### config.mk
export PLATFORM = sky130hd
export DESIGN_NAME = serial_add_rx
export DESIGN_NICKNAME = d
export VERILOG_FILES = /design/src/rtl/serial_pkg.sv /design/src/rtl/serial_fa_cell.sv /design/src/rtl/serial_add_rx.sv
export SDC_FILE = /design/constraint.sdc
export NUM_CORES = 1
export LEC_CHECK = 0
export BUFFER_PORTS_ARGS = -buffer_cell sky130_fd_sc_hd__buf_2
export CORE_UTILIZATION = 53
export DETAILED_ROUTE_END_ITERATION = 7
export PLACE_DENSITY = 0.72
export SKIP_CTS_REPAIR_TIMING = 1
export SYNTH_ARGS = -nofsm -noshare
export SYNTH_HDL_FRONTEND = slang
export SYNTH_SLANG_ARGS = --single-unit
### constraint.sdc
create_clock -name clk -period 1.8 [get_ports clk]
set_input_delay 0.27 -clock clk [delete_from_list [all_inputs] [get_ports clk]]
set_output_delay 0.27 -clock clk [all_outputs]
set_load 0.05 [all_outputs]
### src/rtl/serial_pkg.sv
// ---------------------------------------------------------------------------
// serial_pkg : constants shared by the serial operand transmitter/receiver
// Rev 1.0
// ---------------------------------------------------------------------------
`default_nettype none

package serial_pkg;

  localparam int DEF_WIDTH = 8;
  localparam int CNT_W     = $clog2(DEF_WIDTH + 1);

  localparam logic [0:0] ST_IDLE = 1'b0;
  localparam logic [0:0] ST_RECV = 1'b1;

  function automatic int cnt_width(input int w);
    return $clog2(w + 1);
  endfunction

endpackage

`default_nettype wire

### src/rtl/serial_fa_cell.sv
// ---------------------------------------------------------------------------
// serial_fa_cell : combinational 1-bit full adder
// Rev 1.0
// ---------------------------------------------------------------------------
`default_nettype none

module serial_fa_cell (
  input  logic a,
  input  logic b,
  input  logic cin,
  output logic s,
  output logic cout
);

  assign s    = a ^ b ^ cin;
  assign cout = (a & b) | (a & cin) | (b & cin);

endmodule

`default_nettype wire

### src/rtl/serial_add_rx.sv
// ---------------------------------------------------------------------------
// serial_add_rx : bit-serial add/subtract receiver with parallel result output
// Rev 1.0
// ---------------------------------------------------------------------------
`default_nettype none

module serial_add_rx
  import serial_pkg::*;
#(
  parameter int WIDTH = DEF_WIDTH
) (
  input  logic             clk,
  input  logic             rst,
  input  logic             sof,
  input  logic             bit_valid,
  input  logic             a_bit,
  input  logic             b_bit,
  input  logic             sub,
  output logic [WIDTH:0]   sum_out,
  output logic             done,
  output logic             busy,
  output logic             frame_err
);

  localparam int c_cnt_w = cnt_width(WIDTH);
  localparam logic [c_cnt_w-1:0] c_last = c_cnt_w'(WIDTH - 1);
  localparam logic [c_cnt_w-1:0] c_one  = c_cnt_w'(1);

  logic [0:0]         r_state;
  logic               r_mode;
  logic               r_carry;
  logic [c_cnt_w-1:0] r_cnt;
  logic [WIDTH-1:0]   r_sr;
  logic [WIDTH:0]     r_sum;
  logic               r_done;
  logic               r_err;

  logic w_start;
  logic w_mode;
  logic w_cin;
  logic w_bb;
  logic w_s;
  logic w_cout;

  // On the sof beat the mode and carry-in come straight from sub so bit 0
  // is processed on the same edge that opens the frame.
  assign w_start = bit_valid & sof;
  assign w_mode  = w_start ? sub : r_mode;
  assign w_cin   = w_start ? sub : r_carry;
  assign w_bb    = b_bit ^ w_mode;

  serial_fa_cell u_fa (
    .a    (a_bit),
    .b    (w_bb),
    .cin  (w_cin),
    .s    (w_s),
    .cout (w_cout)
  );

  always_ff @(posedge clk) begin
    if (rst) begin
      r_state <= ST_IDLE;
      r_mode  <= 1'b0;
      r_carry <= 1'b0;
      r_cnt   <= '0;
      r_sr    <= '0;
      r_sum   <= '0;
      r_done  <= 1'b0;
      r_err   <= 1'b0;
    end else begin
      r_done <= 1'b0;
      r_err  <= 1'b0;
      if (bit_valid) begin
        if (sof) begin
          r_err   <= (r_state == ST_RECV);
          r_mode  <= sub;
          r_carry <= w_cout;
          r_cnt   <= c_one;
          r_sr    <= {w_s, r_sr[WIDTH-1:1]};
          r_state <= ST_RECV;
        end else if (r_state == ST_RECV) begin
          r_carry <= w_cout;
          r_sr    <= {w_s, r_sr[WIDTH-1:1]};
          if (r_cnt == c_last) begin
            r_sum   <= {w_cout, w_s, r_sr[WIDTH-1:1]};
            r_done  <= 1'b1;
            r_cnt   <= '0;
            r_state <= ST_IDLE;
          end else begin
            r_cnt <= r_cnt + c_one;
          end
        end else begin
          r_err <= 1'b1;
        end
      end
    end
  end

  assign sum_out   = r_sum;
  assign done      = r_done;
  assign busy      = (r_state == ST_RECV);
  assign frame_err = r_err;

endmodule

`default_nettype wire

== Yosys cells after proc, flatten, opt, wreduce, memory -nomap -nowiden ==
Index checks and enable logic that the tools add are counted.

* Register bits after elaboration: 26
* Word-level logic and storage cells: 43

* Add/sub/neg operators: 1
* Equality and inequality tests: 1
* Muxes and demuxes: 15
* Bitwise logic cells: 12
* Reductions and logical operators: 6

{| class="wikitable"
|+ Operators with widths
! operator !! count
|-
| 8-bit two-way mux || 2
|-
| 4-bit two-way mux || 3
|-
| 1-bit two-way mux || 10
|-
| 4-bit by 1-bit adder with 4-bit output (second input constant) || 1
|-
| 1-bit AND || 4
|-
| 4-bit by 3-bit == test with 1-bit output (second input constant) || 1
|-
| 2-bit AND reduction || 2
|-
| 4-bit AND reduction || 1
|-
| 4-bit OR reduction || 1
|-
| 1-bit inverter || 3
|-
| 1-bit bitwise XOR || 3
|-
| 1-bit bitwise OR || 2
|-
| 2-bit nonzero test || 1
|-
| 2-bit OR reduction || 1
|}

== Longest topological paths before layout ==
Gate-level depths: netlist of run 1.

* Depth after elaboration: 8
* Gate-level depth with buffers: 7
* Mapped depth without buffers: 6

== By module ==
A second synthesis of run 1 with hierarchy kept.

* Cells, all modules: 119
* Area, all modules: 1101.1 µm²

{| class="wikitable"
|+ By module, submodules not included
! module !! times used !! cells each !! area each (µm²) !! seq. area each (µm²)
|-
| serial_add_rx || 1 || 118 || 1081.0 || 500.5
|-
| serial_fa_cell || 1 || 1 || 20.0 || 0.0
|}

== Least setup slack after synthesis of run 1 ==
OpenSTA, ideal clock, no wires.

* Path kind: input to register
* Start: input sof
* End: register r_sum[7] (netlist: sum_out[7])
* Setup time: 0.119 ns
* Data arrival time: 1.517 ns
* Data required time: 1.681 ns
* Path slack: 0.163 ns
* Stages: 7
* Buffers on the path: 1
* Path through: buf_2 and3_1 a21oi_1 xnor2_1 fa_1 nand2b_1 mux2i_1

* Cells in the longest elaborated chain, start to end: 5

{| class="wikitable"
|+ RTL lines
! item !! line !! source
|-
| from (decl) || serial_add_rx.sv:14 || <nowiki>input logic sof,</nowiki>
|-
| 1-bit AND (*) || serial_add_rx.sv:47 || <nowiki>assign w_start = bit_valid & sof;</nowiki>
|-
| 1-bit two-way mux || serial_add_rx.sv:48 || <nowiki>assign w_mode = w_start ? sub : r_mode;</nowiki>
|-
| 1-bit bitwise XOR || serial_add_rx.sv:50 || <nowiki>assign w_bb = b_bit ^ w_mode;</nowiki>
|-
| 1-bit bitwise XOR || serial_fa_cell.sv:15 || <nowiki>assign s = a ^ b ^ cin;</nowiki>
|-
| 1-bit bitwise XOR (*) || serial_fa_cell.sv:15 ||
|-
| net u_fa.s || serial_fa_cell.sv:11 || <nowiki>output logic s,</nowiki>
|-
| to (signal assigned) || serial_add_rx.sv:85 || <nowiki>r_sum <= {w_cout, w_s, r_sr[WIDTH-1:1]};</nowiki>
|-
| to (decl) || serial_add_rx.sv:34 || <nowiki>logic [WIDTH:0] r_sum;</nowiki>
|}

Mark *: on every way through the listed nets, which the timed path passes. The rest lies on a longest branch.
A chain may end at the register's enable or synchronous reset.

== Worst setup path in the final report of run 1 ==
* Start: register r_cnt[0]
* End: register r_sum[6] (netlist: sum_out[6])

* Cells in the longest elaborated chain, start to end: 2

{| class="wikitable"
|+ RTL lines
! item !! line !! source
|-
| from (decl) || serial_add_rx.sv:32 || <nowiki>logic [c_cnt_w-1:0] r_cnt;</nowiki>
|-
| from (signal assigned) || serial_add_rx.sv:78 || <nowiki>r_cnt <= c_one;</nowiki>
|-
| from (signal assigned) || serial_add_rx.sv:90 || <nowiki>r_cnt <= r_cnt + c_one;</nowiki>
|-
| 4-bit by 3-bit == test with 1-bit output || serial_add_rx.sv:84 || <nowiki>if (r_cnt == c_last) begin</nowiki>
|-
| 4-bit AND reduction (no line) || - ||
|}

Every way passes these cells.

==> results of run 1 <==
[through the flow]
step / util / instance area [um2] / hold WS, ns
after floorplan: - / 1082 / 0.4118
after global placement: 0.6515 / 1186 / 0.4466
after detailed placement: 0.6515 / 1186 / 0.4592
after CTS: 0.6660 / 1212 / 0.2484
after global routing: 0.6660 / 1212 / 0.2432
final: 0.6660 / 1212 / 0.2571
[layout make-up]
type	instances	area (um2)
Timing Repair Buffer	21	112.6
Fill cell	163	608.1
Inverter	3	11.26
Tap cell	25	31.28
Clock buffer	4	26.28
Sequential cell	25	500.5
Multi-Input combinational cell	86	530.5
[power by group through the flow]
stage	clock (uW)	sequential, uW	combinational (uW)
6_report	233	571	96.8
3_5_place_dp	0	584	96.3
4_1_cts	245	571	96.6
2_1_floorplan	0	592	63.4
5_1_grt	267	573	108
3_3_place_gp	0	584	93.2
[synthesized netlist by cell type]
master | count | share of area
sky130_fd_sc_hd__a21o_1 | 1 | 0.0069
sky130_fd_sc_hd__a21oi_1 | 13 | 0.060
sky130_fd_sc_hd__a311oi_1 | 1 | 0.0081
sky130_fd_sc_hd__a31oi_1 | 1 | 0.0058
sky130_fd_sc_hd__and2b_1 | 2 | 0.014
sky130_fd_sc_hd__and3_1 | 2 | 0.012
sky130_fd_sc_hd__buf_2 | 2 | 0.0092
sky130_fd_sc_hd__buf_4 | 1 | 0.0069
sky130_fd_sc_hd__buf_6 | 1 | 0.010
sky130_fd_sc_hd__clkbuf_1 | 3 | 0.010
sky130_fd_sc_hd__dfxtp_1 | 25 | 0.46
sky130_fd_sc_hd__fa_1 | 1 | 0.018
sky130_fd_sc_hd__ha_1 | 2 | 0.023
sky130_fd_sc_hd__inv_1 | 3 | 0.010
sky130_fd_sc_hd__mux2i_1 | 9 | 0.083
sky130_fd_sc_hd__nand2_1 | 20 | 0.069
sky130_fd_sc_hd__nand2b_1 | 19 | 0.11
sky130_fd_sc_hd__nand3_1 | 2 | 0.0092
sky130_fd_sc_hd__nand4_1 | 1 | 0.0058
sky130_fd_sc_hd__nor2_1 | 5 | 0.017
sky130_fd_sc_hd__nor3_1 | 1 | 0.0046
sky130_fd_sc_hd__nor4_2 | 1 | 0.012
sky130_fd_sc_hd__o21ai_0 | 1 | 0.0046
sky130_fd_sc_hd__o21ai_1 | 1 | 0.0046
sky130_fd_sc_hd__o21bai_1 | 1 | 0.0069
sky130_fd_sc_hd__o31ai_1 | 1 | 0.0069
sky130_fd_sc_hd__xnor2_1 | 1 | 0.0081
[flip-flops by register name (all words and copies together), names as in the netlist]
register / flops
frame_err: 1
r_sr: 7
sum_out: 9
busy: 1
done: 1
r_carry: 1
r_cnt: 4
r_mode: 1
[cells by family (layout without fill, tap and decap cells)]
group	Yosys count	after routing	synth area share
flip-flops	25	25	0.4624
buffers and inverters	10	28	0.04740
XOR/XNOR	1	1	0.008094
AND/OR/NAND/NOR	53	53	0.2532
multiplexers	9	9	0.08324
adder cells (fa/ha/maj)	3	3	0.04162
AO/OA/AOI/OAI	20	20	0.1040
[worst reg2reg max path, stage by stage (launching register included)]
cell                      delay, ns
sky130_fd_sc_hd__dfxtp_1       0.40
sky130_fd_sc_hd__ha_1          0.22
sky130_fd_sc_hd__nand2_1       0.13
sky130_fd_sc_hd__nor4_2        0.17
sky130_fd_sc_hd__buf_4         0.26
sky130_fd_sc_hd__mux2i_1       0.22
[final timing paths]
check,from,to,slack [ns]
hold / removal,bit_valid,frame_err$_SDFF_PP0_,0.26
setup reg to reg,r_cnt[0]$_SDFFE_PP0P_,sum_out[6]$_SDFFE_PP0P_,0.34
setup / recovery,r_cnt[0]$_SDFFE_PP0P_,sum_out[6]$_SDFFE_PP0P_,0.34
hold reg to reg,r_carry$_SDFFE_PP0P_,r_carry$_SDFFE_PP0P_,0.47
[placed cells by master (no fill, tap or decap), types with 2 or more instances in the layout]
cell type,netlist,final
sky130_fd_sc_hd__nand2_1,20,20
sky130_fd_sc_hd__mux2i_1,9,9
sky130_fd_sc_hd__ha_1,2,2
sky130_fd_sc_hd__a21oi_1,13,13
sky130_fd_sc_hd__dfxtp_1,25,25
sky130_fd_sc_hd__and3_1,2,2
sky130_fd_sc_hd__nor2_1,5,5
sky130_fd_sc_hd__buf_2,2,18
sky130_fd_sc_hd__nand3_1,2,2
sky130_fd_sc_hd__inv_1,3,3
sky130_fd_sc_hd__and2b_1,2,2
sky130_fd_sc_hd__clkbuf_4,0,3
sky130_fd_sc_hd__buf_4,1,3
sky130_fd_sc_hd__nand2b_1,19,19
[metal layers]
metal  track usage  wire length [um]  up-vias
met1        0.2790               926      398
met5             0                 0        -
met4       0.05143                 6        0
li1              -                 -      437
met3       0.02308                82        2
met2        0.3194               891       25
==> impl_summary.txt, run 1 <==
----------------------------------------------------
[Place]
  Post-DP HPWL ... roughly 1400 um
  Count of placed standard cells including taps ... 160
  Minimum setup slack after placement ... 0.1087 ns
  Number of input and output port buffers inserted ... 18
  Gpl congestion ... 0.7711

[Floorplan]
  Overall die height ... approximately 47 um
  Starting density of the core ... 0.5945
  Full die area ... 2227 um2
  Total I/O pin count ... 19
  Die width ... roughly 47 um
  Num rows ... 15
  Placeable Area ... 1821 um2

[Power and ir drop]
  Switching part of the total ... 0.2365
  Clock share of power ... 0.259
  Net switching power ... 213.1 uW
  Pwr dens ... 743.3 nW/um2
  Internal power ... between 600 and 700 uW
  Power after layout ... 901.2 uW
  Combinational group share of total power ... 0.107
  Reg power frac ... 0.634
  Maximum resistive drop on vdd ... 370.7 uV
  Leakage power of the design ... 0.0004847 uW

[Synthesis]
  Warnings from Yosys ... 0
  Count of state elements after synthesis ... 25
  Combined area of all synthesized cells ... approximately 1100 um2
  Syn Nets ... 131
  Count of mapped cells out of synthesis ... 121
  Mean Syn Cell Area ... 8.945 um2
  Number of distinct standard cells referenced by the synthesized netlist ... 27
  Share of synthesized area occupied by flip-flops and latches ... 0.4624

[Clock tree]
  Clock tree from TritonCTS ... yes
  Worst-skew pair later-pin latency ... 0.30 ns
  CTS root buf ... sky130_fd_sc_hd__clkbuf_4
  H-tree lvl count ... 1
  Number of buffers inserted during clock tree synthesis ... 3
  Clock-pin slew on the worst setup and hold paths ... 0.12 ns
  CTS max path bufs ... 2
  Total clock sinks ... 25

[Final layout]
  Area delta synth->final ... 12.02%
  Share of post-route cells with drive strength above 1 ... 0.1799
  Post-Layout Cell Count ... about 160
  N_diodes ... 0
  Net count of the finished layout ... 150

[Worst setup path]
  Worst stage delay on the critical path ... about 0.40 ns
  Worst EP required ... around 2.0 ns
  Crit end category ... flip-flop
  Startpoint types ... flip-flop
  CP Data Arrival Time ... 1.70 ns
  Buffering stage count on the worst path with inverters included ... 1
  Cell family contributing the most delay on the critical path ... flip-flops
  CP Max Fanout ... 10
  Path type of the worst setup path ... flip-flop to flip-flop
  Worst path cell trace ... ha_1, nand2_1, nor4_2, buf_4, mux2i_1
  Register-to-Register Path Depth ... 5
  Slowest-stage cell, CP ... sky130_fd_sc_hd__dfxtp_1
  Number of stages on the worst setup path ... 5

[Route]
  Post-DRT Antenna Nets ... 0
  1st-pass router iterations ... 4
  DRC violations left ... 0
  Drt total wl ... 1906 um
  Count of vias placed by the detailed router ... ~860
  Wire length per cell after detailed routing ... approximately 12 um
  Number of DRC markers after the initial detailed-route iteration ... 18
  Via count normalized by instance count ... 5.256

[Hold path]
  Hold Crit Class ... input port to flip-flop
  Min-Delay Path Depth ... 3

[Timing]
  # setup viols final ... 0
  Period utilisation layout ... 0.8120
  Headroom to the max-slew limit ... 0.6936
  Hold violation total from the final report ... 0
  Total Negative Setup Slacks ... 0 ns
  Clock Skews ... a little under 0.002 ns
  Count of pins over their slew limit ... 0
  Shortest period the worst path allows ... approximately 1.5 ns
  Unrepaired setup endpoints after global routing ... no
  Max Clk Rate ... a little under 0.7 GHz
  Minimum setup slack in the final design ... 0.3385 ns
  Worst Max-Slew Pin Slew ... 0.4597 ns

[Outcome]
  Status ... complete, no violations

[GRT]
  Initial antenna violation count ... 0
  Pin count of the biggest net entering global routing ... 35
  GRT Total Usage ... 0.1971
  Global-route wire length before repair ... 3132 um
  Number of global-route vias before repair ... 721
  Overflow left after global routing ... 0

[Run]
  Number of maximum-capacitance constraint violations ... 0

----------------------------------------------------
(Power assumes the default switching activity.)
==> run 2, diff against run 1 <==
==> constraint.sdc (replaced) <==
create_clock -name clk -period 1.4 [get_ports clk]
set_input_delay 0.21 -clock clk [delete_from_list [all_inputs] [get_ports clk]]
set_output_delay 0.21 -clock clk [all_outputs]
set_load 0.05 [all_outputs]
==> run 2 against run 1 <==
Net effect:
- cell count rose by 6.7%
- combinational power is 64% higher
- fmax is 6.0% higher
- register-to-register slack worse by 0.32 ns
- power grew 35%
- sequential share of layout area shrank 4.2 points
==> impl_summary.txt, run 2 (synthesis results as in run 1) <==
----------------------------------------------------
[Outcome]
  Status ... complete, no violations

[Floorplan]
  Total I/O pin count ... 19 (unchanged)
  Starting density of the core ... 0.5945 (unchanged)
  Placeable Area ... 1821 um2 (unchanged)
  Overall die height ... 47.19 um (unchanged)
  Die width ... 47.19 um (unchanged)
  Num rows ... 15 (unchanged)
  Full die area ... 2227 um2 (unchanged)

[Place]
  Post-DP HPWL ... 1498 um (+7.8%)
  Number of input and output port buffers inserted ... 18 (unchanged)
  Minimum setup slack after placement ... -0.2126 ns (-0.3213 ns)
  Gpl congestion ... 0.8314 (+7.8%)

[Final layout]
  Commonest non-fill, non-tap cell in the layout ... sky130_fd_sc_hd__dfxtp_1
  Share of post-route cells with drive strength above 1 ... 0.3133 (+0.1335)
  Area delta synth->final ... 25.90%
  Final Util ... 0.7485 (+0.08247)
  Commonest non-fill, non-tap cells in the layout ... sky130_fd_sc_hd__dfxtp_1, sky130_fd_sc_hd__nand2_1, sky130_fd_sc_hd__nand2b_1, sky130_fd_sc_hd__buf_2
  Number of flip-flops in the largest register ... 9 (unchanged)
  N_diodes ... 0 (unchanged)
  Net count of the finished layout ... 161 (+7.3%)
  Area of the multi-input gates ... 584.3 um2 (+10%)
  Count of filler cells inserted in the layout ... 149 (-8.6%)
  Register area ... 505.5 um2 (+1.0%)

[Hold path]
  Hold Crit Class ... input port to flip-flop
  Min-Delay Path Depth ... 3 (unchanged)

[Clock tree]
  Clock tree from TritonCTS ... yes
  CTS max path bufs ... 2 (unchanged)
  Total clock sinks ... 25 (unchanged)
  Clock-pin slew on the worst setup and hold paths ... 0.14 ns (+0.02 ns)
  H-tree lvl count ... 1 (unchanged)
  CTS root buf ... sky130_fd_sc_hd__clkbuf_4
  Worst-skew pair later-pin latency ... 0.31 ns (about the same)
  Number of buffers inserted during clock tree synthesis ... 3 (unchanged)

[Route]
  1st-pass router iterations ... 4 (unchanged)
  Number of DRC markers after the initial detailed-route iteration ... 15 (-3)
  Drt total wl ... 2221 um (+17%)
  Wire length per cell after detailed routing ... 12.69 um (+9.2%)
  Post-DRT Antenna Nets ... 0 (unchanged)
  Via count normalized by instance count ... 5.109 (-2.8%)
  DRC violations left ... 0 (unchanged)
  Count of vias placed by the detailed router ... 894 (+3.7%)

[Timing]
  # setup viols final ... 0 (unchanged)
  Period utilisation layout ... 0.9847 (+0.1728)
  Minimum setup slack in the final design ... 0.02138 ns (-0.3171 ns)
  Headroom to the max-slew limit ... 0.6797 (-0.01385)
  Clock Skews ... 0.007094 ns (+0.005132 ns)
  Unrepaired setup endpoints after global routing ... yes
  Worst Max-Slew Pin Slew ... 0.4804 ns (+0.02078 ns)
  Count of pins over their slew limit ... 0 (unchanged)
  Max Clk Rate ... 0.7254 GHz (+6.0%)
  Hold violation total from the final report ... 0 (unchanged)
  Shortest period the worst path allows ... 1.379 ns (-0.08292 ns)

[GRT]
  Pin count of the biggest net entering global routing ... 35 (unchanged)
  Number of global-route vias before repair ... 798 (+11%)
  Global-route wire length before repair ... 3236 um (+3.3%)
  Initial antenna violation count ... 0 (unchanged)
  Overflow left after global routing ... 0 (unchanged)
  GRT Total Usage ... 0.2044 (+0.007299)

[Run]
  Number of maximum-capacitance constraint violations ... 0 (unchanged)

[Worst setup path]
  Worst EP required ... 1.65 ns (-0.38 ns)
  CP Max Fanout ... 7 (-3)
  Path type of the worst setup path ... flip-flop to flip-flop
  CP Data Arrival Time ... 1.63 ns (-0.07 ns)
  Crit end category ... flip-flop
  Startpoint types ... flip-flop
  Register-to-Register Path Depth ... 5 (unchanged)

[Power and ir drop]
  Maximum resistive drop on vdd ... 719.5 uV (+94%)
  Leakage power of the design ... 0.0005674 uW (+17%)
  Power after layout ... 1214 uW (+35%)
  Pwr dens ... 890.8 nW/um2 (+20%)

----------------------------------------------------
-- run 2: cell types whose count changed in the layout (fill, tap and decap cells not counted), sizes merged --
| cell | before | now |
|---|---|---|
| clkbuf | 4 | 3 |
| clkinv | 0 | 1 |
| buf | 21 | 32 |
-- run 2: worst paths after layout --
kind | to | slack (ns) | startpoint
max | sum_out[6]$_SDFFE_PP0P_ | 0.02 | r_cnt[0]$_SDFFE_PP0P_
min | frame_err$_SDFF_PP0_ | 0.18 | bit_valid
max reg2reg | sum_out[6]$_SDFFE_PP0P_ | 0.02 | r_cnt[0]$_SDFFE_PP0P_
min reg2reg | r_sr[4]$_SDFFE_PP0P_ | 0.48 | r_sr[4]$_SDFFE_PP0P_
-- run 2: worst max-delay path, stage by stage (launching register included) --
cell and delay, ns:
sky130_fd_sc_hd__dfxtp_2 0.39, sky130_fd_sc_hd__ha_4 0.15, sky130_fd_sc_hd__nand2_4 0.06, sky130_fd_sc_hd__nor4_4 0.32, sky130_fd_sc_hd__buf_6 0.19, sky130_fd_sc_hd__mux2i_1 0.21
-- run 2: metrics by stage --
stage | TNS, ns | instances | instance area (um2) | hold slack (ns)
after floorplan | -0.1482 | 121 | 1099 | 0.3518
after global placement | -0.8630 | 168 | 1256 | 0.4428
after detailed placement | -1.153 | 168 | 1256 | 0.4611
after CTS | -0.04814 | 172 | 1284 | 0.1748
after global routing | -0.1834 | 175 | 1363 | 0.1898
final | 0 | 175 | 1363 | 0.1838
-- run 2: final cells by class --
class	count	share of cell area
Sequential cell	25	0.3710
Inverter	3	0.008264
Multi-Input combinational cell	86	0.4288
Clock buffer	3	0.01653
Timing Repair Buffer	32	0.1488
Tap cell	25	0.02296
Clock inverter	1	0.003673
-- run 2: power breakdown --
part | internal, uW | switching (uW)
sequential | 727 | 11.0
combinational | 71.6 | 87.3
clock | 107 | 211
-- run 2: per-layer routing --
layer	GRT usage	wire [um]
met3	0.02308	42
met5	0	0
met2	0.3667	1146
met1	0.2529	1024
met4	0.06857	8
==> run 3, diff against run 2 <==
--- a/config.mk
+++ b/config.mk
@@ -5,10 +5,11 @@
 export SDC_FILE = /design/constraint.sdc
 export NUM_CORES = 1
 export LEC_CHECK = 0
+export ABC_AREA = 1
 export BUFFER_PORTS_ARGS = -buffer_cell sky130_fd_sc_hd__buf_2
-export CORE_UTILIZATION = 53
+export CORE_UTILIZATION = 52
 export DETAILED_ROUTE_END_ITERATION = 7
-export PLACE_DENSITY = 0.72
+export PLACE_DENSITY = 0.71
 export SKIP_CTS_REPAIR_TIMING = 1
 export SYNTH_ARGS = -nofsm -noshare
 export SYNTH_HDL_FRONTEND = slang
==> run 3 against run 2 <==
Net effect:
- the flow now finishes with violations (setup timing)
- non-clock buffer count shrank 2
- register-to-register slack got worse by 0.04 ns
- largest power group unchanged
- largest cell class is now registers
- cell count grew 5.1%
- design area down 4.5%
==> impl_summary.txt, run 3 <==
----------------------------------------------------
[Floorplan]
  Overall die height ... 46.31 um (-1.9%)
  Num rows ... 15 (unchanged)
  Total I/O pin count ... 19 (unchanged)
  Die width ... 46.31 um (-1.9%)
  Full die area ... 2145 um2 (-3.7%)
  Placeable Area ... 1783 um2 (-2.1%)
  Starting density of the core ... 0.5726 (-0.02187)

[Clock tree]
  CTS max path bufs ... 2 (unchanged)
  Total clock sinks ... 25 (unchanged)
  Clock tree from TritonCTS ... yes
  CTS root buf ... sky130_fd_sc_hd__clkbuf_4
  H-tree lvl count ... 1 (unchanged)
  Clock-pin slew on the worst setup and hold paths ... 0.14 ns (about the same)
  Worst-skew pair later-pin latency ... 0.31 ns (about the same)
  Number of buffers inserted during clock tree synthesis ... 3 (unchanged)

[Synthesis]
  Area fraction of the dominant cell type after synthesis ... 0.4902 (+0.02777)
  Syn Nets ... 140 (+6.9%)
  Most instantiated library cell after synthesis ... sky130_fd_sc_hd__nor2_1
  Dominant synthesized flop cell ... sky130_fd_sc_hd__dfxtp_1
  Most area-hungry cell type in the Yosys netlist ... sky130_fd_sc_hd__dfxtp_1
  Leading post-synthesis cells by instance count ... sky130_fd_sc_hd__nor2_1, sky130_fd_sc_hd__dfxtp_1, sky130_fd_sc_hd__o21ai_0
  Combined area of all synthesized cells ... 1021 um2 (-5.7%)
  Count of state elements after synthesis ... 25 (unchanged)
  Count of mapped cells out of synthesis ... 130 (+7.4%)
  Proportion of synthesized flip-flops having asynchronous set or reset ... 0 (unchanged)
  Warnings from Yosys ... 0 (unchanged)
  Top post-synthesis cells by area ... sky130_fd_sc_hd__dfxtp_1, sky130_fd_sc_hd__nor2_1, sky130_fd_sc_hd__o21ai_0, sky130_fd_sc_hd__inv_1, sky130_fd_sc_hd__o21ai_1
  Number of flops mapped to enable cells by yosys ... 0 (unchanged)
  Number of distinct standard cells referenced by the synthesized netlist ... 23 (-15%)
  Share of synthesized area occupied by flip-flops and latches ... 0.4902 (+0.02777)
  Mean Syn Cell Area ... 7.854 um2 (-12%)

[Final layout]
  Post-Layout Cell Count ... 184 (+5.1%)
  Number of flip-flops in the largest register ... 9 (unchanged)
  Area delta synth->final ... 27.45%
  Final Util ... 0.7298 (-0.01863)
  Commonest non-fill, non-tap cells in the layout ... sky130_fd_sc_hd__nor2_1, sky130_fd_sc_hd__dfxtp_1, sky130_fd_sc_hd__buf_2, sky130_fd_sc_hd__buf_4, sky130_fd_sc_hd__inv_1
  Post-Layout Inst Area ... 1301 um2 (-4.5%)
  Area of the multi-input gates ... 506.7 um2 (-13%)
  Share of post-route cells with drive strength above 1 ... 0.3208 (+0.007421)
  Commonest non-fill, non-tap cell in the layout ... sky130_fd_sc_hd__nor2_1
  N_diodes ... 0 (unchanged)
  Count of filler cells inserted in the layout ... 139 (-6.7%)
  Register area ... 508.0 um2 (+0.49%)
  Net count of the finished layout ... 170 (+5.6%)

[Route]
  Number of DRC markers after the initial detailed-route iteration ... 17 (+2)
  Wire length per cell after detailed routing ... 11.17 um (-12%)
  Count of vias placed by the detailed router ... 904 (+1.1%)
  Drt total wl ... 2055 um (-7.5%)
  1st-pass router iterations ... 4 (unchanged)
  Post-DRT Antenna Nets ... 0 (unchanged)
  DRC violations left ... 0 (unchanged)
  Via count normalized by instance count ... 4.913 (-3.8%)

[Place]
  Count of placed standard cells including taps ... 177 (+5.4%)
  Post-DP HPWL ... 1451 um (-3.2%)
  Minimum setup slack after placement ... -0.3001 ns (-0.08751 ns)
  Placed cell areas ... 1192 um2 (-5.1%)
  Number of input and output port buffers inserted ... 18 (unchanged)
  Gpl congestion ... 0.8210 (-1.3%)

[Timing]
  Count of pins over their slew limit ... 0 (unchanged)
  Minimum setup slack in the final design ... -0.01677 ns (-0.03816 ns)
  Clock Skews ... 0.006512 ns (-0.0005821 ns)
  Total Negative Setup Slacks ... -0.01677 ns (-0.01677 ns)
  Period utilisation layout ... 1.012 (+0.02726)
  Hold violation total from the final report ... 0 (unchanged)
  Max Clk Rate ... 0.7058 GHz (-2.7%)
  Headroom to the max-slew limit ... 0.6847 (+0.004969)
  Unrepaired setup endpoints after global routing ... yes
  # setup viols final ... 1 (+1)
  Worst Max-Slew Pin Slew ... 0.4725 ns (-0.007975 ns)
  Shortest period the worst path allows ... 1.417 ns (+0.03816 ns)

[Worst setup path]
  Crit end category ... flip-flop
  Startpoint types ... flip-flop
  FF-to-FF setup slack ... -0.02 ns (-0.04 ns)
  Path type of the worst setup path ... flip-flop to flip-flop
  CP Max Fanout ... 2 (-5)
  Worst EP required ... 1.62 ns (-0.03 ns)
  CP Data Arrival Time ... 1.63 ns (about the same)

[Run]
  Number of maximum-capacitance constraint violations ... 0 (unchanged)

[Power and ir drop]
  Leakage power of the design ... 0.0005713 uW (+0.70%)
  Maximum resistive drop on vdd ... 682.7 uV (-5.1%)
  Pwr dens ... 968.9 nW/um2 (+8.8%)

[GRT]
  Number of global-route vias before repair ... 788 (-1.3%)
  Pin count of the biggest net entering global routing ... 19 (-46%)
  Global-route wire length before repair ... 3215 um (-0.65%)
  GRT Total Usage ... 0.2102 (+0.005790)
  Overflow left after global routing ... 0 (unchanged)
  Initial antenna violation count ... 0 (unchanged)

[Outcome]
  Status ... finished, violations left
  Violated checks ... setup timing

[Hold path]
  Hold Crit Class ... input port to flip-flop

----------------------------------------------------
-- run 3: changes by cell type in the layout (fill, tap and decap cells not counted), moves of 8 or more --
cell                       before  now
sky130_fd_sc_hd__nor2_1         5   42
sky130_fd_sc_hd__nand2b_1      19    0
sky130_fd_sc_hd__nand2_1       19    7
sky130_fd_sc_hd__a21oi_1       12    3
sky130_fd_sc_hd__mux2i_1        9    0
sky130_fd_sc_hd__o21ai_0        1    9
-- run 3: where the power goes --
part	leakage (uW)	switching [uW]	internal (uW)
combinational	0.000352	106	75.8
clock	0.0000139	210	109
sequential	0.000206	21.1	739
total	0.000571	337	924
-- run 3: metal layers --
layer,global-route usage,share of wire,up-vias,wire length [um]
met4,0.1118,0.011,0,22
met2,0.3056,0.45,29,918
met3,0.03137,0.040,2,82
met5,0,0,-,0
met1,0.2961,0.50,399,1032
li1,-,-,474,-
-- run 3: final cells by class --
class | count | area share
flip-flops and latches | 25 | 0.3904
multi-input cells | 89 | 0.3894
repair buffers | 30 | 0.1385
clock buffers | 3 | 0.01731
inverters | 11 | 0.03462
clock inverters | 1 | 0.005769
well taps | 25 | 0.02404
-- run 3: final timing paths --
kind,to,from,cells after the start
worst max-delay path,r_sr[7]$_SDFFE_PP0P_,r_mode$_SDFFE_PP0P_,5
worst min-delay path,r_cnt[1]$_SDFFE_PP0P_,rst,2
worst max register to register,r_sr[7]$_SDFFE_PP0P_,r_mode$_SDFFE_PP0P_,5
worst min register to register,sum_out[0]$_SDFFE_PP0P_,sum_out[0]$_SDFFE_PP0P_,2
-- run 3: worst max-delay path: stages, from the launching register on --
cell and delay (ns):
sky130_fd_sc_hd__dfxtp_2 0.35, sky130_fd_sc_hd__o21ai_4 0.16, sky130_fd_sc_hd__xnor2_2 0.14, sky130_fd_sc_hd__fa_1 0.47, sky130_fd_sc_hd__o21ai_2 0.14, sky130_fd_sc_hd__nor2_1 0.06
-- run 3: metrics by stage --
step	hold slack [ns]	power (uW)
after floorplan	0.3364	879.0
after global placement	0.4513	925.8
after detailed placement	0.4588	932.6
after CTS	0.1550	1246
after global routing	0.1500	1333
final	0.1560	1261
-- run 3: kinds of logic after synthesis --
| logic type | Yosys count | synth area share |
|---|---|---|
| adder cells (fa/ha/maj) | 3 | 0.04411 |
| XOR/XNOR | 1 | 0.008580 |
| AND/OR/NAND/NOR | 59 | 0.2365 |
| buffers and inverters | 16 | 0.07720 |
| AO/OA/AOI/OAI | 26 | 0.1434 |
| flip-flops | 25 | 0.4902 |
